**src/rtl/pc_update_sequencer.sv**
```systemverilog
// pc_update_sequencer
//   Multicycle controller that owns the PC-source mux select and the PC/EPC
//   write enables. It turns one-cycle requests from the main control FSM into
//   timed select/write pulses for sequential fetch, branches, jumps, RTE and
//   the multi-cycle exception entry (save EPC, read vector byte, load PC).
//
// Ports
//   clk, reset          rising-edge clock, synchronous active-high reset
//   fetch_req           request PC <= PC+4 (ALU result)
//   op_valid, op[2:0]   control-flow request: 1 BEQ 2 BNE 3 BLE 4 BGT
//                       5 J/JAL 6 JR 7 RTE (0 ignored)
//   alu_zero, alu_gt    branch compare flags, captured when the request is taken
//   exc_opcode/div0/ovf exception requests (priority opcode > div0 > ovf)
//   pc_source[2:0]      PC mux select: 0 AluResult 1 AluOut 2 Jump 3 MDR
//                       4 EPC 5 exception vector
//   pc_write, epc_write PC / EPC load enables
//   alu_sub4            ALU computes PC-4 for the EPC save
//   mem_read, vec_addr  vector byte read strobe and address
//   exc_cause[1:0]      last exception cause (0 none 1 opcode 2 div0 3 ovf)
//   busy, done          sequencer not idle / sequence-complete pulse
module pc_update_sequencer #(
  parameter int unsigned MEM_LAT    = 2,
  parameter logic [7:0]  VEC_OPCODE = 8'd253,
  parameter logic [7:0]  VEC_OVF    = 8'd254,
  parameter logic [7:0]  VEC_DIV0   = 8'd255
) (
  input  logic       clk,
  input  logic       reset,
  input  logic       fetch_req,
  input  logic       op_valid,
  input  logic [2:0] op,
  input  logic       alu_zero,
  input  logic       alu_gt,
  input  logic       exc_opcode,
  input  logic       exc_div0,
  input  logic       exc_ovf,
  output logic [2:0] pc_source,
  output logic       pc_write,
  output logic       epc_write,
  output logic       alu_sub4,
  output logic       mem_read,
  output logic [7:0] vec_addr,
  output logic [1:0] exc_cause,
  output logic       busy,
  output logic       done
);

  typedef enum logic [2:0] {
    IDLE,
    ISSUE,
    EXC_EPC,
    EXC_RD,
    EXC_WAIT,
    EXC_LOAD
  } state_t;

  // EXC_WAIT lasts MEM_LAT-1 cycles; the counter is loaded with MEM_LAT-2.
  localparam logic [2:0] WAIT_INIT = (MEM_LAT > 1) ? 3'(MEM_LAT - 2) : 3'd0;

  state_t     state_q, state_d;
  logic [2:0] cnt_q, cnt_d;
  logic [2:0] pc_source_q, pc_source_d;
  logic       pc_write_q, pc_write_d;
  logic       epc_write_q, epc_write_d;
  logic       alu_sub4_q, alu_sub4_d;
  logic       mem_read_q, mem_read_d;
  logic [7:0] vec_addr_q, vec_addr_d;
  logic [1:0] exc_cause_q, exc_cause_d;
  logic       busy_q, busy_d;
  logic       done_q, done_d;

  function automatic logic [7:0] vec_for(input logic [1:0] cause);
    case (cause)
      2'd1:    vec_for = VEC_OPCODE;
      2'd2:    vec_for = VEC_DIV0;
      2'd3:    vec_for = VEC_OVF;
      default: vec_for = '0;
    endcase
  endfunction

  // Outputs are registered, so each branch computes the values that will be
  // visible while the FSM sits in state_d.
  always_comb begin
    state_d     = state_q;
    cnt_d       = cnt_q;
    pc_source_d = '0;
    pc_write_d  = 1'b0;
    epc_write_d = 1'b0;
    alu_sub4_d  = 1'b0;
    mem_read_d  = 1'b0;
    vec_addr_d  = '0;
    exc_cause_d = exc_cause_q;
    busy_d      = 1'b0;
    done_d      = 1'b0;

    case (state_q)
      IDLE: begin
        if (exc_opcode || exc_div0 || exc_ovf) begin
          state_d     = EXC_EPC;
          epc_write_d = 1'b1;
          alu_sub4_d  = 1'b1;
          busy_d      = 1'b1;
          if (exc_opcode)    exc_cause_d = 2'd1;
          else if (exc_div0) exc_cause_d = 2'd2;
          else               exc_cause_d = 2'd3;
        end else if (op_valid) begin
          // op=0 suppresses fetch_req as well: no action at all.
          if (op != 3'd0) begin
            state_d = ISSUE;
            busy_d  = 1'b1;
            done_d  = 1'b1;
            case (op)
              3'd1: begin pc_source_d = 3'd1; pc_write_d = alu_zero;  end
              3'd2: begin pc_source_d = 3'd1; pc_write_d = ~alu_zero; end
              3'd3: begin pc_source_d = 3'd1; pc_write_d = ~alu_gt;   end
              3'd4: begin pc_source_d = 3'd1; pc_write_d = alu_gt;    end
              3'd5: begin pc_source_d = 3'd2; pc_write_d = 1'b1;      end
              3'd6: begin pc_source_d = 3'd0; pc_write_d = 1'b1;      end
              default: begin pc_source_d = 3'd4; pc_write_d = 1'b1;   end
            endcase
          end
        end else if (fetch_req) begin
          state_d    = ISSUE;
          busy_d     = 1'b1;
          done_d     = 1'b1;
          pc_write_d = 1'b1;
        end
      end

      ISSUE: state_d = IDLE;

      EXC_EPC: begin
        state_d    = EXC_RD;
        mem_read_d = 1'b1;
        vec_addr_d = vec_for(exc_cause_q);
        busy_d     = 1'b1;
      end

      EXC_RD: begin
        vec_addr_d = vec_addr_q;
        busy_d     = 1'b1;
        if (MEM_LAT == 1) begin
          state_d     = EXC_LOAD;
          pc_source_d = 3'd5;
          pc_write_d  = 1'b1;
          done_d      = 1'b1;
        end else begin
          state_d = EXC_WAIT;
          cnt_d   = WAIT_INIT;
        end
      end

      EXC_WAIT: begin
        vec_addr_d = vec_addr_q;
        busy_d     = 1'b1;
        if (cnt_q == 3'd0) begin
          state_d     = EXC_LOAD;
          pc_source_d = 3'd5;
          pc_write_d  = 1'b1;
          done_d      = 1'b1;
        end else begin
          cnt_d = cnt_q - 3'd1;
        end
      end

      EXC_LOAD: state_d = IDLE;

      default: state_d = IDLE;
    endcase
  end

  always_ff @(posedge clk) begin
    if (reset) begin
      state_q     <= IDLE;
      cnt_q       <= '0;
      pc_source_q <= '0;
      pc_write_q  <= 1'b0;
      epc_write_q <= 1'b0;
      alu_sub4_q  <= 1'b0;
      mem_read_q  <= 1'b0;
      vec_addr_q  <= '0;
      exc_cause_q <= '0;
      busy_q      <= 1'b0;
      done_q      <= 1'b0;
    end else begin
      state_q     <= state_d;
      cnt_q       <= cnt_d;
      pc_source_q <= pc_source_d;
      pc_write_q  <= pc_write_d;
      epc_write_q <= epc_write_d;
      alu_sub4_q  <= alu_sub4_d;
      mem_read_q  <= mem_read_d;
      vec_addr_q  <= vec_addr_d;
      exc_cause_q <= exc_cause_d;
      busy_q      <= busy_d;
      done_q      <= done_d;
    end
  end

  assign pc_source = pc_source_q;
  assign pc_write  = pc_write_q;
  assign epc_write = epc_write_q;
  assign alu_sub4  = alu_sub4_q;
  assign mem_read  = mem_read_q;
  assign vec_addr  = vec_addr_q;
  assign exc_cause = exc_cause_q;
  assign busy      = busy_q;
  assign done      = done_q;

endmodule

```
**config.mk**
```make
export PLATFORM = sky130hd
export DESIGN_NAME = pc_update_sequencer
export DESIGN_NICKNAME = d
export VERILOG_FILES = /design/src/rtl/pc_update_sequencer.sv
export SDC_FILE = /design/constraint.sdc
export NUM_CORES = 1
export LEC_CHECK = 0
export ABC_AREA = 1
export CORE_UTILIZATION = 36
export CTS_BUF_LIST = sky130_fd_sc_hd__clkbuf_8
export CTS_CLUSTER_DIAMETER = 80
export CTS_CLUSTER_SIZE = 24
export DETAILED_ROUTE_END_ITERATION = 8
export PLACE_DENSITY = 0.77
export SLEW_MARGIN = 5
export SYNTH_ARGS = -nofsm -noshare
export SYNTH_HDL_FRONTEND = slang
export SYNTH_SLANG_ARGS = --single-unit
```
**constraint.sdc**
```tcl
create_clock -name clk -period 1.2 [get_ports clk]
set_clock_uncertainty 0.05 [all_clocks]
set_input_delay 0.18 -clock clk [delete_from_list [all_inputs] [get_ports clk]]
set_output_delay 0.18 -clock clk [all_outputs]
set_load 0.03 [all_outputs]
```
==> results.json <==
{
  "status": "completed",
  "diodes": 0,
  "hold-path-endpoint": "pc_source[1]$_SDFF_PP0_",
  "crit_required_ns": 1.29,
  "area_growth_pct": 53.5,
  "ys_warn_count": 0,
  "critPathLaunchType": "flip-flop",
  "syn_nets": 153,
  "drive_above_1_share_pct": 44.3,
  "synth_seq_cells": 19,
  "final_max_slew_viol_count": 0,
  "hold_class": "primary input to flip-flop",
  "worst_ep_arrival_time_ns": 1.29,
  "dr_total_vias": 992,
  "ys_top_cells_by_area": "dfxtp_1 (38%), nand2_1 (11%), inv_1 (7.8%)",
  "synthAdderAreaFrac_pct": 6.19,
  "first_iter_violations": 5,
  "muxShareOfSynthArea_pct": 0,
  "hold_path_depth": 3,
  "antenna_found_initial": 0,
  "worst_r2r_endpoint": "exc_cause[0]$_SDFFE_PP0P_",
  "worst_pin_slew_ns": 0.230,
  "routedWlPerCell_um": 10.8,
  "fp.dieW_um": 55.0,
  "track_usage_pct": 16.9,
  "syn_avg_cell_area_um2": 7.43,
  "cts-buffers-inserted": 3,
  "cts_tree": "yes",
  "grt_pass1_vias": 894,
  "io_pins": 31,
  "h-tree-depth": 1,
  "drc_errors": 0,
  "die_area_um2": 3020,
  "reg2reg_depth": 7,
  "numPortBuffers": 30,
  "setup_violations": 0,
  "reg2reg_from": "state_q[1]$_SDFFE_PP0P_",
  "cts_max_path_buffers": 2,
  "fmax_ghz": 0.835,
  "die_h_um": 55.0,
  "synth-compound-area-share_pct": 9.41,
  "grt_max_degree": 11,
  "period_share_pct": 99.8,
  "initial_utilization_pct": 39.4,
  "powerDensity_nw_per_um2": 1180,
  "p_leak_nw": 0.818,
  "hpwlAfterDp_mm": 1.70,
  "hp-start": "op[2]",
  "root_buffer": "clkbuf_8",
  "synth_area_um2": 1010,
  "fin_nets": 203,
  "routed_wl_mm": 2.33,
  "via_per_inst": 4.61,
  "grt.overflow.total": 0,
  "drv_cap": 0,
  "rsz0062_at_grt": "yes",
  "crit_type": "flip-flop to flip-flop",
  "max-vdd-ir-drop_uv": 931,
  "clock-sinks": 19,
  "synth-xor-area-share_pct": 0,
  "cp-end-kind": "flip-flop",
  "hold_violations": 0,
  "clk_pin_slew_ns": 0.07,
  "core-area_um2": 2570,
  "ys_seq_area_share_pct": 37.6,
  "ant_nets": 0,
  "placed_area_um2": 1380,
  "placementRows": 18,
  "gp_congestion": 0.864,
  "synth_simple_gate_area_share_pct": 33.2,
  "grt_pass1_wl_mm": 3.66,
  "synth.largest_area_cell": "dfxtp_1",
  "yosysTopAreaCellShare_pct": 37.6,
  "slew_headroom_pct": 84.7,
  "finalCriticalPeriod_ns": 1.20,
  "first_pass_iters": 4,
  "insertion_delay_ns": 0.25,
  "hold_slack_ns": 0.241,
  "synth_top_family_by_area": "simple AND/OR/NAND/NOR gates",
  "cp_max_fo": 4,
  "fillers": 228,
  "syn-instance-count": 136,
  "rrSetupSlack_ns": 0.003,
  "holdBufCountCts": 0,
  "synth_cell_type_count": 21,
  "final_area_um2": 1550
}
-- critical path, stage by stage (launching register included) --
cell and delay (ns):
dfxtp_4 0.36, nor2_4 0.17, buf_4 0.14, nand3_2 0.10, inv_2 0.07, nand2_1 0.07, nor2_1 0.09, nor2_1 0.05
-- Yosys cell counts --
library cell   n
nor2_1        17
inv_4          1
buf_4          7
a21oi_4        1
nand2_1       29
ha_1           5
nand3_2        1
nand2_4        4
nand3_1        9
a31oi_1        1
nand2_2        1
inv_1         21
nand4_1        1
a21oi_1        4
nor3_1         2
nor2_4         3
nor2_2         1
o21ai_1        1
dfxtp_1       19
o21ai_0        6
a21oi_2        2
-- area by class of cell --
cell class                 instances  area [µm²]  share of cell area (%)
clock buffer                       3        41.3                    2.66
clock inverter                     1        3.75                   0.242
tap                               30        37.5                    2.42
multi-input combinational         88         564                    36.4
timing repair buffer              52         428                    27.6
inverter                          22        85.1                    5.48
sequential                        19         392                    25.2
-- flip-flops by register name, indices dropped and copies added (netlist names) --
signal,flops
exc_cause,2
busy,1
done,1
pc_write,1
alu_sub4,1
state_q,3
mem_read,1
vec_addr,3
cnt_q,3
pc_source,3
-- through the flow --
step	setup WS [ns]	util, %	power, W	std cells	TNS, ns
floorplan	0.00572	-	0.00111	136	0
global placement	-0.215	53.7	0.00131	205	-1.81
detailed placement	-0.246	53.7	0.00132	205	-2.20
CTS	0.00113	57.7	0.00179	212	0
global route	-0.0695	60.4	0.00194	215	-0.403
finish	0.00253	60.4	0.00183	215	0
-- repair_timing --
| action | 4_1_cts | 5_1_grt |
|---|---|---|
| setup buffers | 3 | 3 |
| gates resized for setup | 11 | 20 |
| pin swaps | 4 | 18 |
| setup endpoints to repair | 8 | 13 |
-- logic make-up (layout without fill, tap and decap cells) --
group / after synthesis / count (layout)
flops: 19 / 19
fa+ha+maj: 5 / 5
buf+inv: 29 / 78
compound gates: 15 / 15
simple gates: 68 / 68
-- cells in the final DEF, fill, tap and decap left out --
master,instances
dlymetal6s2s_1,4
nand3_1,6
clkbuf_8,3
inv_4,1
dfxtp_1,14
nand2_2,4
a31oi_1,1
ha_4,2
nor2_4,3
inv_1,16
nor2_1,15
nand3_2,3
nor3_1,2
nand3_4,1
inv_2,6
clkdlybuf4s50_1,7
nand2_1,26
a21oi_4,1
dfxtp_4,2
o21ai_1,3
a21oi_2,5
dfxtp_2,3
nor2_2,3
o21ai_0,4
a21oi_1,1
nand2_4,4
buf_4,41
ha_1,3
nand4_1,1
-- where the power goes --
| part | internal (W) | switching [W] |
|---|---|---|
| clock | 0.000227 | 0.000194 |
| sequential | 0.000691 | 0.0000496 |
| combinational | 0.000295 | 0.000373 |
| total | 0.00121 | 0.000617 |
-- routing by layer --
layer | vias to the layer above | wire length [µm] | GRT usage [%]
met5 | - | 0 | 0
met4 | 0 | 27 | 7.50
met3 | 4 | 55 | 1.64
met2 | 17 | 1210 | 28.1
met1 | 456 | 1030 | 22.0
li1 | 515 | - | -
-- how the worst max path moves through the flow --
stage / end / depth (start not counted) / slack [ns] / start
2_1_floorplan: pc_write$_SDFF_PP0_ / 7 / 0.006 / cnt_q[0]$_SDFFE_PP0P_
6_report: exc_cause[0]$_SDFFE_PP0P_ / 7 / 0.003 / state_q[1]$_SDFFE_PP0P_
3_5_place_dp: state_q[0]$_SDFFE_PP0P_ / 7 / -0.25 / exc_div0
5_1_grt: exc_cause[0]$_SDFFE_PP0P_ / 7 / -0.07 / state_q[1]$_SDFFE_PP0P_
3_3_place_gp: done$_SDFF_PP0_ / 9 / -0.22 / op[0]
4_1_cts: pc_source[0]$_SDFF_PP0_ / 6 / 0.001 / cnt_q[1]$_SDFFE_PP0P_
(Power assumes the default switching activity.)
